$ cat src/rtl/display_capture_pkg.sv
// Shared constants for the 7-segment capture path: segment table (same as hex2seg),
// legal digit codes, FSM encoding and the small decode structs/helpers.
package display_capture_pkg;

  localparam logic [7:0] DIGIT_IDLE = 8'hFF;
  localparam logic [7:0] SEG_BLANK  = 8'hFF;

  // Legal active-low digit enables, index = slot number.
  localparam logic [7:0] DIGIT_SEL [4] = '{8'hFE, 8'hFD, 8'hFB, 8'hF7};

  // Segments a..g (a = MSB), active low, index = hex nibble.
  localparam logic [6:0] SEG7 [16] = '{
    7'h01, 7'h4F, 7'h12, 7'h06, 7'h4C, 7'h24, 7'h20, 7'h0F,
    7'h00, 7'h04, 7'h08, 7'h60, 7'h31, 7'h42, 7'h30, 7'h38
  };

  localparam logic [1:0] ST_IDLE    = 2'd0;
  localparam logic [1:0] ST_SETTLE  = 2'd1;
  localparam logic [1:0] ST_SAMPLED = 2'd2;

  typedef struct packed {
    logic       hit;
    logic [3:0] nibble;
  } seg_dec_t;

  typedef struct packed {
    logic       legal;
    logic [1:0] slot;
  } digit_dec_t;

  function automatic digit_dec_t decode_digit(input logic [7:0] digit);
    digit_dec_t d;
    d = '0;
    for (int i = 0; i < 4; i++) begin
      if (digit == DIGIT_SEL[i]) begin
        d.legal = 1'b1;
        d.slot  = 2'(i);
      end
    end
    return d;
  endfunction

endpackage

$ cat src/rtl/display_capture_if.sv
// Pin-level display lines plus the reassembled capture results.
interface display_capture_if;

  logic [7:0]  digit;
  logic [7:0]  segment;
  logic        errClr;
  logic [15:0] capVal;
  logic [3:0]  capPoint;
  logic        capValid;
  logic        patErr;
  logic        digErr;
  logic        capStale;

  modport master (
    output digit, segment, errClr,
    input  capVal, capPoint, capValid, patErr, digErr, capStale
  );

  modport slave (
    input  digit, segment, errClr,
    output capVal, capPoint, capValid, patErr, digErr, capStale
  );

endinterface

$ cat src/rtl/display_capture_seg2hex.sv
// Combinational inverse of hex2seg: active-low a..g pattern -> {hit, nibble}.
module seg2hex
  import display_capture_pkg::*;
(
  input  logic [6:0] pattern_i,
  output seg_dec_t   dec_o
);

  always_comb begin
    // NOTE: every always_comb output gets a default first so no path infers a latch.
    dec_o = '0;
    for (int i = 0; i < 16; i++) begin
      if (pattern_i == SEG7[i]) begin
        dec_o.hit    = 1'b1;
        dec_o.nibble = 4'(i);
      end
    end
  end

endmodule

$ cat src/rtl/display_capture.sv
// Watches the multiplexed 7-segment lines, samples each settled dwell once and
// reassembles complete 4-digit frames; flags bad patterns, bad digit codes and staleness.
module display_capture
  import display_capture_pkg::*;
#(
  parameter int SETTLE  = 16,
  parameter int TIMEOUT = 16384
) (
  input  logic             clk5,
  input  logic             reset,
  display_capture_if.slave bus
);

  localparam int SW = $clog2(SETTLE);
  localparam int TW = $clog2(TIMEOUT + 1);
  localparam logic [SW-1:0] SETTLE_LAST = SW'(SETTLE - 1);
  localparam logic [TW-1:0] TIMEOUT_MAX = TW'(TIMEOUT);
  localparam logic [15:0]   PINS_IDLE   = {DIGIT_IDLE, SEG_BLANK};

  // {digit, segment}: two synchroniser stages plus one history stage for change detect.
  logic [15:0] meta_q, sync_q, last_q;
  logic        change;
  logic [7:0]  digit_s, seg_s;

  logic [1:0]    state_q, state_d;
  logic [SW-1:0] settle_q, settle_d;
  logic          take;

  digit_dec_t dig_dec;
  seg_dec_t   seg_dec;
  logic       sample_ok, pat_set, dig_set, commit;

  logic [3:0][3:0] shadow_val_q, shadow_val_d;
  logic [3:0]      shadow_pt_q, shadow_pt_d;
  logic [3:0]      mask_q, mask_d;
  logic [15:0]     cap_val_q, cap_val_d;
  logic [3:0]      cap_pt_q, cap_pt_d;
  logic            cap_valid_q, cap_valid_d;
  logic            pat_err_q, pat_err_d;
  logic            dig_err_q, dig_err_d;
  logic            stale_q, stale_d;
  logic [TW-1:0]   to_cnt_q, to_cnt_d;

  always_ff @(posedge clk5 or posedge reset) begin
    if (reset) begin
      meta_q <= PINS_IDLE;
      sync_q <= PINS_IDLE;
      last_q <= PINS_IDLE;
    end else begin
      // NOTE: non-blocking so each stage captures the previous stage's pre-edge value.
      meta_q <= {bus.digit, bus.segment};
      sync_q <= meta_q;
      last_q <= sync_q;
    end
  end

  assign change  = (sync_q != last_q);
  assign digit_s = sync_q[15:8];
  assign seg_s   = sync_q[7:0];

  always_comb begin
    state_d  = state_q;
    settle_d = settle_q;
    take     = 1'b0;
    case (state_q)
      ST_IDLE: begin
        if (change) begin
          state_d  = ST_SETTLE;
          settle_d = '0;
        end
      end
      ST_SETTLE: begin
        if (change) begin
          settle_d = '0;
        end else if (settle_q == SETTLE_LAST) begin
          take    = 1'b1;
          state_d = ST_SAMPLED;
        end else begin
          settle_d = settle_q + SW'(1);
        end
      end
      ST_SAMPLED: begin
        if (change) begin
          state_d  = ST_SETTLE;
          settle_d = '0;
        end
      end
      default: begin
        state_d  = ST_IDLE;
        settle_d = '0;
      end
    endcase
  end

  always_ff @(posedge clk5 or posedge reset) begin
    if (reset) begin
      state_q  <= ST_IDLE;
      settle_q <= '0;
    end else begin
      state_q  <= state_d;
      settle_q <= settle_d;
    end
  end

  assign dig_dec = decode_digit(digit_s);

  seg2hex u_seg2hex (
    .pattern_i (seg_s[7:1]),
    .dec_o     (seg_dec)
  );

  assign sample_ok = take & dig_dec.legal & seg_dec.hit;
  assign pat_set   = take & dig_dec.legal & ~seg_dec.hit;
  assign dig_set   = take & ~dig_dec.legal;
  assign commit    = (mask_q == 4'hF);

  always_comb begin
    shadow_val_d = shadow_val_q;
    shadow_pt_d  = shadow_pt_q;
    mask_d       = commit ? 4'h0 : mask_q;
    cap_val_d    = commit ? shadow_val_q : cap_val_q;
    cap_pt_d     = commit ? shadow_pt_q : cap_pt_q;
    cap_valid_d  = commit;

    if (sample_ok) begin
      shadow_val_d[dig_dec.slot] = seg_dec.nibble;
      shadow_pt_d[dig_dec.slot]  = ~seg_s[0];
      mask_d[dig_dec.slot]       = 1'b1;
    end

    if (sample_ok)                     to_cnt_d = '0;
    else if (to_cnt_q == TIMEOUT_MAX)  to_cnt_d = to_cnt_q;
    else                               to_cnt_d = to_cnt_q + TW'(1);

    // Stale is only released by a commit, never by the counter dropping back.
    if (commit)                        stale_d = 1'b0;
    else if (to_cnt_d == TIMEOUT_MAX)  stale_d = 1'b1;
    else                               stale_d = stale_q;

    pat_err_d = pat_set | (pat_err_q & ~bus.errClr);
    dig_err_d = dig_set | (dig_err_q & ~bus.errClr);
  end

  always_ff @(posedge clk5 or posedge reset) begin
    if (reset) begin
      shadow_val_q <= '0;
      shadow_pt_q  <= '0;
      mask_q       <= '0;
      cap_val_q    <= '0;
      cap_pt_q     <= '0;
      cap_valid_q  <= 1'b0;
      pat_err_q    <= 1'b0;
      dig_err_q    <= 1'b0;
      stale_q      <= 1'b1;
      to_cnt_q     <= '0;
    end else begin
      shadow_val_q <= shadow_val_d;
      shadow_pt_q  <= shadow_pt_d;
      mask_q       <= mask_d;
      cap_val_q    <= cap_val_d;
      cap_pt_q     <= cap_pt_d;
      cap_valid_q  <= cap_valid_d;
      pat_err_q    <= pat_err_d;
      dig_err_q    <= dig_err_d;
      stale_q      <= stale_d;
      to_cnt_q     <= to_cnt_d;
    end
  end

  assign bus.capVal   = cap_val_q;
  assign bus.capPoint = cap_pt_q;
  assign bus.capValid = cap_valid_q;
  assign bus.patErr   = pat_err_q;
  assign bus.digErr   = dig_err_q;
  assign bus.capStale = stale_q;

endmodule

$ cat src/flat_wrapper.sv
// flat-port wrapper written by rule: the top's interface ports become plain ports
module display_capture_flat import display_capture_pkg::*;
#(
  parameter int SETTLE  = 16,
  parameter int TIMEOUT = 16384
)
  (clk5, reset, bus_digit, bus_segment, bus_errClr, bus_capVal, bus_capPoint, bus_capValid, bus_patErr, bus_digErr, bus_capStale);
  display_capture_if bus_i ();
  input  logic clk5;
  input  logic reset;
  input wire logic [$bits(bus_i.digit)-1:0] bus_digit;
  input wire logic [$bits(bus_i.segment)-1:0] bus_segment;
  input wire logic [$bits(bus_i.errClr)-1:0] bus_errClr;
  output wire logic [$bits(bus_i.capVal)-1:0] bus_capVal;
  output wire logic [$bits(bus_i.capPoint)-1:0] bus_capPoint;
  output wire logic [$bits(bus_i.capValid)-1:0] bus_capValid;
  output wire logic [$bits(bus_i.patErr)-1:0] bus_patErr;
  output wire logic [$bits(bus_i.digErr)-1:0] bus_digErr;
  output wire logic [$bits(bus_i.capStale)-1:0] bus_capStale;
  assign bus_i.digit = bus_digit;
  assign bus_i.segment = bus_segment;
  assign bus_i.errClr = bus_errClr;
  assign bus_capVal = bus_i.capVal;
  assign bus_capPoint = bus_i.capPoint;
  assign bus_capValid = bus_i.capValid;
  assign bus_patErr = bus_i.patErr;
  assign bus_digErr = bus_i.digErr;
  assign bus_capStale = bus_i.capStale;
  display_capture #(.SETTLE(SETTLE), .TIMEOUT(TIMEOUT)) u_core (.clk5(clk5), .reset(reset), .bus(bus_i));
endmodule
$ cat config.mk
export PLATFORM = sky130hd
export DESIGN_NAME = display_capture_flat
export DESIGN_NICKNAME = d
export VERILOG_FILES = /design/src/rtl/display_capture_pkg.sv /design/src/rtl/display_capture_if.sv /design/src/rtl/display_capture_seg2hex.sv /design/src/rtl/display_capture.sv /design/src/flat_wrapper.sv
export SDC_FILE = /design/constraint.sdc
export NUM_CORES = 1
export LEC_CHECK = 0
export BUFFER_PORTS_ARGS = -buffer_cell sky130_fd_sc_hd__buf_2
export CAP_MARGIN = 0
export CORE_MARGIN = 3
export CORE_UTILIZATION = 45
export CTS_CLUSTER_SIZE = 40
export DETAILED_ROUTE_END_ITERATION = 8
export SETUP_SLACK_MARGIN = 0.02
export SLEW_MARGIN = 20
export SYNTH_ARGS = -nofsm -noshare
export SYNTH_HDL_FRONTEND = slang
export SYNTH_SLANG_ARGS = --single-unit
$ cat constraint.sdc
create_clock -name clk5 -period 4.3 [get_ports clk5]
set_input_delay 0.215 -clock clk5 [delete_from_list [all_inputs] [get_ports clk5]]
set_output_delay 0.215 -clock clk5 [all_outputs]
set_load 0.01 [all_outputs]
---- After elaboration in Yosys (flattened, before gate mapping) ----
Index checks and enable logic that the tools add are counted.
operators by class
  $add $sub $neg .......................... 2
  order comparisons ....................... 2
  equal/unequal tests ..................... 30
  muxes and demuxes ....................... 43
  bitwise operators ....................... 13
  reductions and logical operators ........ 7
operators by type and width
  kind                                                             count
  5-bit 2-to-1 mux                                                 16
  7-bit by 6-bit == test with 1-bit output, second input constant  5
  8-bit == test, second input constant                             4
  15-bit == test, second input constant                            2
  15-bit 2-to-1 mux                                                2
  7-bit == test, second input constant                             4
  4-bit 2-to-1 mux                                                 6
  16-bit bitwise mux                                               1
  16-bit != test                                                   1
  15-bit by 1-bit adder with 15-bit output, second input constant  1
  7-bit by 3-bit == test with 1-bit output, second input constant  2
  7-bit by 4-bit == test with 1-bit output, second input constant  2
  3-bit 2-to-1 mux                                                 4
  4-bit demux with 2-bit select                                    1
  4-bit == test, second input constant                             2
  4-bit case mux with 2 select lines                               1
  7-bit by 1-bit == test with 1-bit output, second input constant  1
  7-bit by 5-bit == test with 1-bit output, second input constant  1
  7-bit zero test                                                  1
  1-bit AND                                                        6
  1-bit 2-to-1 mux                                                 6
  2-bit 2-to-1 mux                                                 3
  4-bit by 1-bit adder with 4-bit output, second input constant    1
  4-bit bitwise mux                                                1
  other kinds (18)                                                 23
word-level totals
  flip-flop bits (word level) ............. 117
  input port bits ......................... 19
  output and inout bits ................... 24
  logic and storage cells ................. 115

---- Longest topological paths before layout ----
  depth in word-level cells ............... 22
  gate-level depth with buffers ........... 8
  mapped depth without buffers ............ 8

---- Hierarchy ----
A second synthesis with hierarchy kept.
unflattened totals
  cell total of the unflattened synthesis .. 424
  area, all modules ....................... 4,860.9 um^2
by module, submodules not included
  module           times used  cells an instance  area each (um^2)  sequential area each (um^2)
  display_capture  1           378                4,558.1           2,989.1
  seg2hex          1           46                 302.8             0.0

---- Worst setup path after synthesis ----
OpenSTA, ideal clock, no wires.
  kind .................................... register to register
  from .................................... register u_core.sync_q[5]
  to ...................................... register u_core.shadow_val_q[0] in the netlist's numbering
  library setup time ...................... 0.125 ns
  arrival ................................. 2.132 ns
  data required time ...................... 4.175 ns
  slack ................................... 2.043 ns
  cell stages (with the launch flop) ...... 8
  path buffers ............................ 1
  clock period less this slack ............ 2.257 ns
  cells stage by stage .................... dfstp_2 -> buf_6 -> xnor2_1 -> nand4_1 -> nor4_4 -> o311ai_4 -> a21oi_4 -> mux2_2
on the way
  cells in the longest elaborated chain, start to end .. 18
  elaborated cells between the ends (all ways) .. 38
  those cells by class .................... 16 x eq/ne; 19 x mux; 2 x bitwise; 1 x reduce/logical
ends and longest elaborated chain
  what                                      line                           RTL
  start, declared                           display_capture.sv:21          logic [15:0] meta_q, sync_q, last_q;
  start signal, assigned                    display_capture.sv:52          sync_q <= meta_q;
  7-bit by 1-bit == test with 1-bit output  display_capture_seg2hex.sv:13  if (pattern_i == SEG7[i]) begin
  5-bit 2-to-1 mux (16 in series)           display_capture_seg2hex.sv:13
  1-bit AND                                 display_capture.sv:112         assign sample_ok = take & dig_dec.legal & seg_dec.hit;
  end signal, assigned                      display_capture.sv:157         shadow_val_q <= shadow_val_d;
  end, declared                             display_capture.sv:33          logic [3:0][3:0] shadow_val_q, shadow_val_d;
Parallel ways exist; a longest one is shown, timed or not.
A chain may end at the register's enable or synchronous reset.

---- Worst setup path after layout ----
  from .................................... register u_core.sync_q[5]
  to ...................................... register u_core.stale_q (netlist: u_core.bus.capStale)
on the way
  cells in the longest elaborated chain, start to end .. 21
  elaborated cells between the ends (all ways) .. 40
  those cells by class .................... 17 x eq/ne; 19 x mux; 2 x bitwise; 2 x reduce/logical
ends and longest elaborated chain
  what                                      line                           RTL
  7-bit by 1-bit == test with 1-bit output  display_capture_seg2hex.sv:13
  5-bit 2-to-1 mux (16 in series)           display_capture_seg2hex.sv:13
  1-bit AND *                               display_capture.sv:112
  15-bit 2-to-1 mux *                       display_capture.sv:131         if (sample_ok) to_cnt_d = '0;
  15-bit == test *                          display_capture.sv:137         else if (to_cnt_d == TIMEOUT_MAX) stale_d = 1'b1;
  2-bit nonzero test (no source line) *     -
  end signal, assigned                      display_capture.sv:165         stale_q <= stale_d;
  end, declared                             display_capture.sv:41          logic stale_q, stale_d;
Every way passes the cells marked *; elsewhere a longest branch is shown, timed or not.

==> impl_metrics.toml <==
[status]
status = "finished clean"

[clock_tree]
ctsHoldBuffers = 18
cts_buffers = 17
cts_tree = "yes"
clock_latency_ns = 0.52
clk_path_buf_depth = 2
post_cts_buffers = 0
cts_root_buffer = "clkbuf_8"
clk_pin_slew_ns = 0.06
cts.sinks = 117
h-tree-depth = 4
ctsResizeCount = 0

[min_path]
hold_end = "u_core.meta_q[5]"
whs_path_depth = 2
hold_start = "bus_segment[5]"
hold_class = "input port to flop"

[grt]
antenna_found_initial = 0
grt_pass1_vias = 3216
use_met2_pct = 23.3
grt_max_degree = 76
grt_use_met1_pct = 20.7
grt_usage_pct = 15.6
gr-max-usage-layer = "met2"
grt_pass1_wl_um = 15500
grt_util_met3_pct = 4.62
gr-total-overflow = 0

[floorplan]
rows = 37
io_pins = 43
dieArea_um2 = 12500
die_w_um = 112
core_um2 = 10600
initial_core_util_pct = 47.3
fp.dieH_um = 112

[placed_design]
port_buffers = 42
place.gp.congestion = 0.825
place_area_um2 = 5290
hpwlAfterDp_um = 5810
dp.cells = 588
pre_cts_ws_ns = 1.62

[route]
wl_per_cell_um = 13.8
ant_nets = 0
drc = 0
vias = 3227
viasPerCell = 5.06
drtIter0Drc = 169
drt_first_pass_iters = 4
drt-total-wl_um = 8830

[setup_path]
rrSetupSlack_ns = 1.69
cp_num_buf_inv = 0
crit_path_end_kind = "flop"
cp_cell_sequence = "nand4bb_1 -> a21o_1 -> a21oi_1 -> nor3_1 -> nor4_4 -> o31ai_1"
worstPathArrival_ns = 3.03
worstSetupPathType = "flop to flop"
max_stage_delay_ns = 0.80
critPathTopFamily = "simple AND/OR/NAND/NOR gates"
r2r_end = "u_core.bus.capStale"
crit_slowest_cell = "nor4_4"
cp_max_fo = 16
cp_data_required_time_ns = 4.72
cp-start-kind = "flop"
r2r-start = "u_core.sync_q[5]"
reg2reg_depth = 6
crit_path_start = "u_core.sync_q[5]"

[logic_synthesis]
synth_nets = 448
yosysUniqueCellTypes = 62
synth_seq_cells = 117
syn_avg_cell_area_um2 = 11.8
synth-edff-count = 0
synth_area_um2 = 5020
synth-main-ff-cell = "dfrtp_1"
syn_inst = 426
yosysSeqAreaShare_pct = 59.6
async_reset_ff_share_pct = 100
yosysWarnings = 0

[sta]
slew_headroom_pct = 39.7
worst_clock_skew_ns = 0.00712
max_freq_mhz = 383
hold_viol_final = 0
fin_crit_sh_pct = 60.7
fin_hold_ws_ns = 0.335
drv_slew = 0
fin_setup_tns_ns = 0
rsz0062_at_grt = "no"
post-route-min-period_ns = 2.61
tightest_slew_ns = 0.905
fin_ws_ns = 1.69
setup_viol = 0

[power_and_ir_drop]
peakVddDrop_mv = 0.310
p_per_area_nw_per_um2 = 419
leakagePower_nw = 2.77
p_total_mw = 2.52

[cells_and_area]
stdcell_area_um2 = 6020
drive_above_1_share_pct = 30.7
area_growth_pct = 19.9
antenna_cells = 0
fin_nets = 511
finalNonFillerCells = 638
final_util_pct = 56.8

[job]
cap_violations = 0
-- synthesized netlist by cell type (all sizes together), types with 6 or more instances --
library cell   n  area, µm²
a21o           6       45.0
o21ai         13       65.1
xnor2         23        201
mux2          17        195
clkbuf         8       31.3
nor3           6       41.3
buf           10       95.1
nand3         10       50.1
nor2          34        150
nor3b          6       45.0
a21oi         10       61.3
nand2         69        259
dfstp         49       1290
inv           10       37.5
nand4          9       56.3
dfrtp         68       1700
xor2          11       96.3
-- registers in the layout, summed over array words and instances (netlist names) --
| register | cells |
|---|---|
| u_core.bus.capStale | 1 |
| u_core.bus.patErr | 1 |
| u_core.last_q | 16 |
| u_core.bus.digErr | 1 |
| u_core.bus.capPoint | 4 |
| u_core.meta_q | 16 |
| u_core.settle_q | 4 |
| u_core.shadow_pt_q | 4 |
| u_core.to_cnt_q | 15 |
| u_core.sync_q | 16 |
| u_core.bus.capVal | 16 |
| u_core.state_q | 2 |
| u_core.shadow_val_q | 16 |
| u_core.bus.capValid | 1 |
| u_core.mask_q | 4 |
-- how the worst max path moves through the flow --
stage                              to  slack, ns  cells after the start
2_1_floorplan  u_core.bus.capPoint[0]       1.07                      1
3_3_place_gp      u_core.bus.capStale       1.71                      6
3_5_place_dp      u_core.to_cnt_q[12]       1.62                      6
4_1_cts           u_core.to_cnt_q[12]       1.63                      6
5_1_grt           u_core.bus.capStale       1.38                      6
6_report          u_core.bus.capStale       1.69                      6
-- power by group --
group | leakage [nW] | internal (mW) | switching (mW)
Clock | 0.271 | 0.799 | 0.467
Sequential | 1.45 | 1.14 | 0.0247
Combinational | 1.06 | 0.0392 | 0.0442
Total | 2.77 | 1.98 | 0.536
-- cells in the final DEF, fill, tap and decap left out, types with 10 or more instances in the layout --
| master | n |
|---|---|
| nor2_1 | 31 |
| nand3_1 | 10 |
| xor2_1 | 11 |
| nand2_1 | 69 |
| clkbuf_16 | 18 |
| dlygate4sd3_1 | 18 |
| dfstp_2 | 49 |
| dfrtp_1 | 68 |
| o21ai_0 | 10 |
| xnor2_1 | 23 |
| mux2_2 | 16 |
| buf_2 | 42 |
-- cells by family after synthesis --
kind of cell    after synthesis  share of synthesized area, %
fa+ha+maj                     3                         0.748
buf+inv                      29                          3.34
simple gates                174                          18.8
xor+xnor                     34                          5.93
flops                       117                          59.6
compound gates               47                          6.73
mux                          22                          4.89
-- layout make-up --
class / count / area [µm²]
Clock buffer: 24 / 503
Multi-Input combinational cell: 280 / 1860
Tap cell: 136 / 170
Inverter: 11 / 43.8
Timing Repair Buffer: 62 / 405
Sequential cell: 117 / 2990
Fill cell: 878 / 4580
Clock inverter: 8 / 45.0
-- routing by layer --
layer	routed length, µm	vias to the layer above	share of wire [%]
li1	-	1580	-
met3	318	17	3.6
met2	4050	63	46
met1	4260	1567	48
met5	0	-	0
met4	195	0	2.2
Power figures use the tool's default switching activity.
